--- src/rtl/uart_tx_arbiter.sv ---
// uart_tx_arbiter: round-robin owner of the shared UART transmitter with burst and busy-handshake sequencing
module uart_tx_arbiter #(
  parameter int DATA_WIDTH = 8,
  parameter int NUM_REQ = 4,
  parameter int BUSY_TIMEOUT = 15
) (
  input  logic                          clk,
  input  logic                          rst,
  input  logic [NUM_REQ-1:0]            req,
  input  logic [NUM_REQ*DATA_WIDTH-1:0] req_data,
  input  logic [NUM_REQ-1:0]            req_last,
  output logic [NUM_REQ-1:0]            req_ack,
  output logic [NUM_REQ-1:0]            gnt,
  output logic                          tx_d_vld,
  output logic [DATA_WIDTH-1:0]         tx_p_data,
  input  logic                          tx_busy,
  output logic                          timeout_err
);
  localparam int IW = (NUM_REQ > 1) ? $clog2(NUM_REQ) : 1;
  typedef enum logic [1:0] {IDLE, LOAD, WAIT_BUSY, WAIT_DONE} state_t;
  state_t state;
  logic [IW-1:0] ptr, owner, win, idx, sel;
  logic [7:0] cnt;
  logic last, take;
  always_comb begin
    win = ptr;
    idx = ptr;
    for (int k = NUM_REQ; k >= 1; k--) begin
      idx = IW'((int'(ptr) + k) % NUM_REQ);
      win = req[idx] ? idx : win;
    end
  end
  assign sel = (state == IDLE) ? win : owner;
  assign take = !tx_busy && ((state == IDLE && |req) || (state == WAIT_DONE && !last && req[owner]));
  always_ff @(posedge clk) begin
    req_ack <= '0;
    tx_d_vld <= 1'b0;
    timeout_err <= 1'b0;
    if (rst) begin
      state <= IDLE;
      gnt <= '0;
      tx_p_data <= '0;
      ptr <= IW'(NUM_REQ - 1);
      owner <= '0;
      cnt <= '0;
      last <= 1'b0;
    end else if (take) begin
      owner <= sel;
      gnt <= NUM_REQ'(1) << sel;
      req_ack <= NUM_REQ'(1) << sel;
      last <= req_last[sel];
      tx_d_vld <= 1'b1;
      tx_p_data <= req_data[sel*DATA_WIDTH +: DATA_WIDTH];
      state <= LOAD;
    end else begin
      case (state)
        LOAD: begin
          cnt <= '0;
          state <= WAIT_BUSY;
        end
        WAIT_BUSY: begin
          if (tx_busy) state <= WAIT_DONE;
          else if (cnt + 8'd1 == 8'(BUSY_TIMEOUT)) begin
            timeout_err <= 1'b1;
            gnt <= '0;
            ptr <= owner;
            state <= IDLE;
          end else cnt <= cnt + 8'd1;
        end
        WAIT_DONE: begin
          if (!tx_busy) begin
            gnt <= '0;
            ptr <= owner;
            state <= IDLE;
          end
        end
        default: ;
      endcase
    end
  end
endmodule

--- config.mk ---
export PLATFORM = sky130hd
export DESIGN_NAME = uart_tx_arbiter
export DESIGN_NICKNAME = d
export VERILOG_FILES = /design/src/rtl/uart_tx_arbiter.sv
export SDC_FILE = /design/constraint.sdc
export NUM_CORES = 1
export LEC_CHECK = 0
export CAP_MARGIN = 20
export CELL_PAD_IN_SITES_DETAIL_PLACEMENT = 1
export CELL_PAD_IN_SITES_GLOBAL_PLACEMENT = 1
export CORE_UTILIZATION = 37
export DETAILED_ROUTE_END_ITERATION = 8
export GPL_TIMING_DRIVEN = 0
export PLACE_DENSITY_LB_ADDON = 0.1
export SKIP_LAST_GASP = 1
export SLEW_MARGIN = 20
export SYNTH_ARGS = -nofsm -noshare
export SYNTH_HDL_FRONTEND = slang
export SYNTH_SLANG_ARGS = --single-unit
--- constraint.sdc ---
create_clock -name clk -period 3.15 [get_ports clk]
set_clock_uncertainty 0.1 [all_clocks]
set_input_delay 0.4725 -clock clk [delete_from_list [all_inputs] [get_ports clk]]
set_output_delay 0.4725 -clock clk [all_outputs]
set_load 0.05 [all_outputs]
==> metrics.txt <==
Synth Register Bits 33; outcome finished clean; Clock Power Share between 10% and 20%; register area approximately 660 um2; io pins about 60; row count 27; Mapped Cells slightly below 300; Final Power between 0.002 and 0.003 W; ANT nets after route 0; GR Util All Layers between 20% and 30%; area of the core around 5700 um2; fin. max-slew vios 0; average routed wire per standard cell roughly 17 um; vias in the first global route about 2600; Hold Path Stages 2; Rel. slew slack about 55%; Routed WL between 7 and 8 mm; DRT iter0 DRCs 92; area share of the largest cell type after synthesis between 20 and 30%; Post-Place Worst Slack between 70 and 80 ps; initial antenna violation count 0; Most used DFF post-synth dfxtp_1; CTS tree built; largest cells by area after synthesis dfxtp_1 30%, a21boi_0 6.1%, and3_1 5.0%; postcts setup bufs 0; chip width 79.69 um; RSZ-0062 raised after global routing no; CTS Buf Count 5; first-pass GRT wire length around 12 mm; layout cell share with drive strength beyond 1 approximately 5.3%; final hold violation count 0; switching share of power about 51%; Area growth syn-to-layout 36.08%; total number of vias between 2000 and 2500; fillcell total ~730; sequential area share after synthesis between 20% and 30%; clk slew on worst S/H paths roughly 80 ps; first-pass detailed-route iteration total 4; grt ovf 0; VDD IR max 0.0004639 V; cell taking the most area after synthesis dfxtp_1; Crit Path Class input port to register; WP data arrival ~2800 ps; final setup TNS 0 ps; cts repair resizes 0; Post-synth ARST share 0%; PortBufs 60; initial core utilization ~40%; full die area 6351 um2; Post-DP HPWL about 5.6 mm; Tightest Pin Transition a little under 700 ps; Root Buffer clkbuf_8; P_leak 1.087 nW; area of the multi-input gates about 1500 um2; Netlist cell types 53; Reg2Reg Depth 10; Psw 0.001370 W; Layout Utilization a little over half; endpoints failing setup 0; sequential share of power ~23%; Diodes inserted 0; Post-synth EDFFs 0; pwr dens around 890 nW/um2; most common cell after layout, fill and taps aside clkdlybuf4s50_1; FMAX roughly 360 MHz; DR vias/cell approximately 5.6; hold buffers post-CTS 0; Hold WC Path Type register to register; Comb power frac 61.8%; H-Tree Depth 2; Skew-Pair Late Insertion Delay approximately 290 ps; DP Area just under 3000 um2; Final Wtd Congestion ~0.79; syn_area_per_cell about 7.7 um2; syn nets between 300 and 400; CP Capture Type register; Max-cap violations 0; CTS Sinks 33; Design Area, Final ~3000 um2; min Tclk post-route between 2000 and 3000 ps; setup ws final 389.3 ps; crit share post-route between 80% and 90%; clk buf depth 2; Int Pwr between 0.001 and 0.0015 W; synthesized area approximately 2200 um2; Worst Path Max Fanout 10; final layout net count just over 400; commonest cells after routing, fill and taps aside 60 x clkdlybuf4s50_1, 33 x dfxtp_1, 28 x nand2_1; Data required, critical path 3210 ps; crit path launch type input port; Die Height about 80 um; Residual DRC 0; warnings from Yosys 0; pin count of the biggest net entering global routing 13
==> synthesized netlist by cell type (all sizes together), types with 3 or more instances <==
cell type  count
a211oi         3
a21boi        19
a21o           3
a21oi         16
a31oi         15
and2           3
and3          18
clkbuf        19
dfxtp         33
ha             6
inv            8
nand2         28
nand2b         7
nand3b         7
nor2          23
nor2b          3
o211ai        10
o21a           3
o21ai         23
or2            4
or3            4
==> per-layer routing <==
layer / GRT usage (%) / up-vias / part of all wire (%)
li1: - / 1202 / -
met2: 45.21 / 70 / 51
met4: 9.455 / 0 / 1.9
met5: 0 / - / 0
met3: 4.343 / 14 / 4.5
met1: 27.38 / 1138 / 42
==> power groups by stage <==
stage          sequential, W  combinational (W)  clock, W
4_1_cts             0.000623            0.00168  0.000419
3_5_place_dp        0.000630            0.00166         0
2_1_floorplan       0.000902           0.000859         0
5_1_grt             0.000639            0.00182  0.000439
6_report            0.000622            0.00167  0.000412
3_3_place_gp        0.000627            0.00162         0
==> cell families (layout without fill, tap and decap cells) <==
family	Yosys count	count (layout)	synth area share (%)
compound gates	110	110	34.40
xor+xnor	1	1	0.3922
fa+ha+maj	6	6	3.361
buf+inv	29	97	4.986
flops	33	33	29.58
mux	4	4	2.465
simple gates	107	107	24.82
==> stage by stage <==
| stage | std cells | hold WS [ps] |
|---|---|---|
| 4_1_cts | 430 | 374.5 |
| 6_report | 430 | 368.9 |
| 2_1_floorplan | 290 | 360.1 |
| 5_1_grt | 430 | 400.7 |
| 3_5_place_dp | 422 | 363.7 |
| 3_3_place_gp | 422 | 356.9 |
==> registers in the layout, summed over array words and instances (netlist names) <==
register	count
owner	2
cnt	8
state	2
ptr	2
gnt	4
last	1
req_ack	4
tx_p_data	8
tx_d_vld	1
timeout_err	1
==> critical path, stage by stage <==
cell	delay, ps
clkdlybuf4s50_1	520
clkbuf_1	440
inv_1	150
a32oi_2	480
nand2_1	310
a21oi_1	310
o32ai_1	140
==> path summary, 6_finish.rpt <==
check	start	slack, ps	end
max reg2reg	state[0]	490	gnt[1]
min reg2reg	tx_p_data[7]	370	tx_p_data[7]
min	tx_p_data[7]	370	tx_p_data[7]
max	tx_busy	390	cnt[0]
==> final cells by class <==
type / count / share of cell area (%)
plain buffers: 21 / 2.676
clock buffers: 5 / 2.264
clock inverters: 3 / 1.523
inverters: 8 / 0.9881
multi-input cells: 228 / 48.09
flip-flops and latches: 33 / 21.74
well taps: 72 / 2.964
repair buffers: 60 / 19.76
(Power assumes the default switching activity.)
==> edit 1 (config.mk and constraints unchanged) <==
The parameter `DATA_WIDTH` goes from 8 to 6.
--- a/src/rtl/uart_tx_arbiter.sv
+++ b/src/rtl/uart_tx_arbiter.sv
@@ -1,6 +1,6 @@
 // uart_tx_arbiter: round-robin owner of the shared UART transmitter with burst and busy-handshake sequencing
 module uart_tx_arbiter #(
-  parameter int DATA_WIDTH = 8,
+  parameter int DATA_WIDTH = 6,
   parameter int NUM_REQ = 4,
   parameter int BUSY_TIMEOUT = 15
 ) (
Interface: changed (resized req_data and tx_p_data); port bits go from 61 to 51. The function was not compared with the original's and may differ.
==> edit 1 against the unedited design <==
First-iteration DRC count decreased by 24%. Sequential share of layout area up 3.0 points. Wire length fell by 29%. Sequential cell count is 2 lower. Global-route usage decreased by 3.2 points. Setup slack gained 0.022 ns. Design area shrank 17%. Count of clock-buffer cells in the layout up 1. Via count decreased by 26%. Area after synthesis shrank 18%. Die area is 18% lower.
Power is not compared: it rests on default switching activity, and its combinational part moved more than twofold at a synthesized area within 25%.
==> edit 1: results (changes against the unedited design) <==
| Metric | Value |
|---|---|
| Largest family of logic cells by synthesized area | simple AND/OR/NAND/NOR gates |
| Filler cells | 558 (-24%) |
| First-pass GRT wire length | 8.47 mm (-30%) |
| Worst rel slew slack | 54.0% (-0.78 points) |
| Endpoint, Worst Hold | gnt[0] |
| Cell Area, Placed | 2390 um2 (-18%) |
| WHS | 0.362 ns (-0.00704 ns) |
| Arr. time, crit path | 2.78 ns (-0.04 ns) |
| Dpl cells | 324 (-23%) |
| Critical-path top delay cell | mux4_2 |
| Port bufs | 48 (-20%) |
| Top flop regs | cnt x8, tx_p_data x6 |
| Min-delay src | gnt[0] |
| Non-filler cells, final | 332 (-23%) |
| Multiplexer share of the synthesized area | 11.8% (+9.3 points) |
| FF-to-FF Start | state[1] |
| WL final | 5.15 mm (-29%) |
| Top post-synthesis cells by count | dfxtp_1 (31), mux2i_1 (17), inv_1 (16) |
| Syn Nets | 250 (-26%) |
| Synth top area cells | dfxtp_1 (34%), mux2i_1 (9.3%), ha_1 (4.1%), nand3_1 (4.1%), o221ai_1 (3.4%) |
| DR vias | 1788 (-26%) |
| Ratio of cells with drive above 1 in the final layout | 7.55% (+2.2 points) |
| Post-DP HPWL | 4.01 mm (-28%) |
| Syn Area/Cell | 8.75 um2 (+14%) |
| Worst path max stage delay | 0.56 ns (+0.04 ns) |
| Synth Area in Adders | 4.11% (+0.75 points) |
| Nets | 305 (-25%) |
| Seq/Total Area, Yosys | 33.9% (+4.4 points) |
| GRT Total Usage | 21.2% (-3.2 points) |
| Largest net degree at the start of global routing | 11 (-2) |
| XOR/XNOR share of the synthesized area | 1.44% (+1.0 points) |
| R2r worst-path depth | 8 (-2) |
| DP Worst Slack | 0.0830 ns (+0.0107 ns) |
| Status | finished clean |
| RePlAce Congestion | 0.763 (-3.8%) |
| Vias in the first global route | 1765 (-32%) |
| Synth Area in Compound Gates | 21.4% (-13 points) |
| 1st-iter DRT viols | 70 (-24%) |
-- edit 1: changes by cell type after synthesis, sizes merged, moves of 11 or more --
cell	delta
nand2	-21
a21boi	-19
o21ai	-18
mux2i	+16
and3	-15
clkbuf	-13
nand3	+13
a31oi	-11
-- edit 1: area by class of cell --
cell class                 instances  area share [%]
buffer                             9            1.99
clock buffer                       6            3.29
clock inverter                     2            1.40
inverter                          16            2.39
multi-input combinational        153            43.7
sequential                        31            24.7
tap                               67            3.34
timing repair buffer              48            19.1
-- edit 1: how the worst max path moves through the flow --
stage	from	to	slack (ns)	cells past startpoint
after floorplan	cnt[1]	state[1]	0.96	6
after global placement	req[3]	tx_p_data[2]	0.13	7
after detailed placement	req[1]	tx_p_data[3]	0.08	7
after CTS	req[1]	tx_p_data[3]	0.40	7
after global routing	req[1]	tx_p_data[1]	0.23	7
final	req[1]	tx_p_data[3]	0.41	7
-- edit 1: report_power, final --
part,internal (mW),switching (mW)
registers,0.453,0.0443
logic,0.288,0.424
clock network,0.256,0.155
-- edit 1: kinds of logic (layout without fill, tap and decap cells) --
group,count (synthesis),after routing
buffers and inverters,25,81
AOI/OAI and AO/OA,51,51
DFF,31,31
adders and majority gates,6,6
and+or+nand+nor,73,73
xor gates and xnor gates,3,3
muxes,20,20
-- edit 1: layer usage --
metal | global-route usage [%] | wire [um] | vias up
met1 | 27.3 | 2410 | 862
met5 | 0 | 0 | -
met3 | 3.33 | 104 | 8
li1 | - | - | 893
met2 | 35.4 | 2550 | 25
met4 | 8.50 | 76 | 0
==> edit 2 (same settings) <==
Made on the original files. Re-encode `state_t` (4 states) as one-hot, 4 bits wide.
--- a/src/rtl/uart_tx_arbiter.sv
+++ b/src/rtl/uart_tx_arbiter.sv
@@ -17,7 +17,7 @@
   output logic                          timeout_err
 );
   localparam int IW = (NUM_REQ > 1) ? $clog2(NUM_REQ) : 1;
-  typedef enum logic [1:0] {IDLE, LOAD, WAIT_BUSY, WAIT_DONE} state_t;
+  typedef enum logic [3:0] {IDLE = 4'b0001, LOAD = 4'b0010, WAIT_BUSY = 4'b0100, WAIT_DONE = 4'b1000} state_t;
   state_t state;
   logic [IW-1:0] ptr, owner, win, idx, sel;
   logic [7:0] cnt;
Formal check against the unedited RTL: no difference found for any inputs over 4 cycles, from zero or initial values and one cycle with rst high; so few cycles prove little.
==> edit 2 against the unedited design <==
Cell count shrank 10%. Setup slack better by 0.093 ns. Design area is 7.5% lower. Sequential cell count up 2. Sequential share of layout area up 3.2 points. Wire length down 13%. Area after synthesis down 8.7%. Largest cell class unchanged. Highest routed layer unchanged.
Power is not compared: it rests on default switching activity, and its combinational part moved more than twofold at a synthesized area within 25%.
==> edit 2: results (changes against the unedited design) <==
| Metric | Value |
|---|---|
| RePlAce Congestion | 0.829 (+4.6%) |
| Multiplexer share of the synthesized area | 2.09% (-0.38 points) |
| Synth Area in Compound Gates | 25.2% (-9.2 points) |
| DR vias/cell | 5.41 (-4.0%) |
| Synth Area in Adders | 1.23% (-2.1 points) |
| Netlist cell types | 49 (-7.5%) |
| Top flop regs | cnt x8, tx_p_data x8 |
| Seq/Total Area, Yosys | 34.4% (+4.8 points) |
| Vias in the first global route | 2122 (-18%) |
| Nets | 361 (-11%) |
| WL final | 6.28 mm (-13%) |
| Largest net degree at the start of global routing | 12 (-1) |
| 1st-iter DRT viols | 67 (-27%) |
| Status | finished clean |
| Top post-synthesis cells by count | nand2_1 (42), dfxtp_1 (35), nor2_1 (27) |
| Clock Tree Root | clkbuf_8 |
| Syn Nets | 294 (-13%) |
| First-pass GRT wire length | 10.2 mm (-16%) |
| Filler cells | 639 (-13%) |
| Post-DP HPWL | 4.65 mm (-16%) |
| Worst Path Required | 3.27 ns (+0.06 ns) |
| XOR/XNOR share of the synthesized area | 1.29% (+0.90 points) |
| Largest family of logic cells by synthesized area | simple AND/OR/NAND/NOR gates |
| Yosys warnings | 0 (unchanged) |
| Synth top area cells | dfxtp_1 (34%), nand2_1 (7.7%), nor2_1 (5.0%), nor2b_1 (4.6%), a311oi_2 (4.4%) |
-- edit 2: worst max-delay path, cell delays in order, from the launching register on --
cell and delay (ns):
dfxtp_1 0.43, ha_1 0.33, xor2_1 0.19, nand3b_1 0.12, nor4_2 0.59, a21oi_1 0.35
nor2_1 0.27, mux2i_1 0.22
-- edit 2: power groups by stage --
| stage | combinational (mW) | sequential [mW] | clock (mW) |
|---|---|---|---|
| floorplan | 0.210 | 0.587 | 0 |
| global placement | 0.447 | 0.508 | 0 |
| detailed placement | 0.452 | 0.509 | 0 |
| CTS | 0.457 | 0.499 | 0.334 |
| global route | 0.491 | 0.503 | 0.350 |
| finish | 0.454 | 0.499 | 0.322 |
-- edit 2: worst paths after layout --
kind / endpoint / cells past startpoint / startpoint / slack, ns
worst min register to register: gnt[2] / 2 / gnt[2] / 0.38
worst max-delay path: ptr[1] / 7 / cnt[1] / 0.48
worst max register to register: ptr[1] / 7 / cnt[1] / 0.48
worst min-delay path: gnt[2] / 2 / gnt[2] / 0.38
-- edit 2: layout make-up --
cell class / instances / share of cell area (%)
clock buffer: 6 / 2.58
sequential: 35 / 24.9
multi-input combinational: 195 / 43.8
inverter: 4 / 0.534
timing repair buffer: 60 / 21.4
clock inverter: 2 / 0.445
tap: 70 / 3.12
buffer: 15 / 3.20
-- edit 2: routing by layer --
metal	vias up	global-route usage, %	wire length (um)
li1	1039	-	-
met1	1001	27.9	2890
met2	48	38.0	3040
met3	7	4.91	283
met4	0	5.38	69
met5	-	0	0
-- edit 2: logic make-up after synthesis --
kind of cell,Yosys count
AND/OR/NAND/NOR,125
AO/OA/AOI/OAI,62
flip-flops,35
buffers and inverters,19
XOR/XNOR,3
multiplexers,3
adder cells (fa/ha/maj),2
-- edit 2: through the flow --
step                cell area [um2]  setup slack, ns  hold slack (ns)  util, %  cells
global placement               2730            0.353            0.354     52.4    379
global route                   2810            0.222            0.408     54.0    387
floorplan                      2040             1.05            0.360        -    249
finish                         2810            0.482            0.377     54.0    387
CTS                            2810            0.477            0.375     54.0    387
detailed placement             2730            0.360            0.365     52.4    379
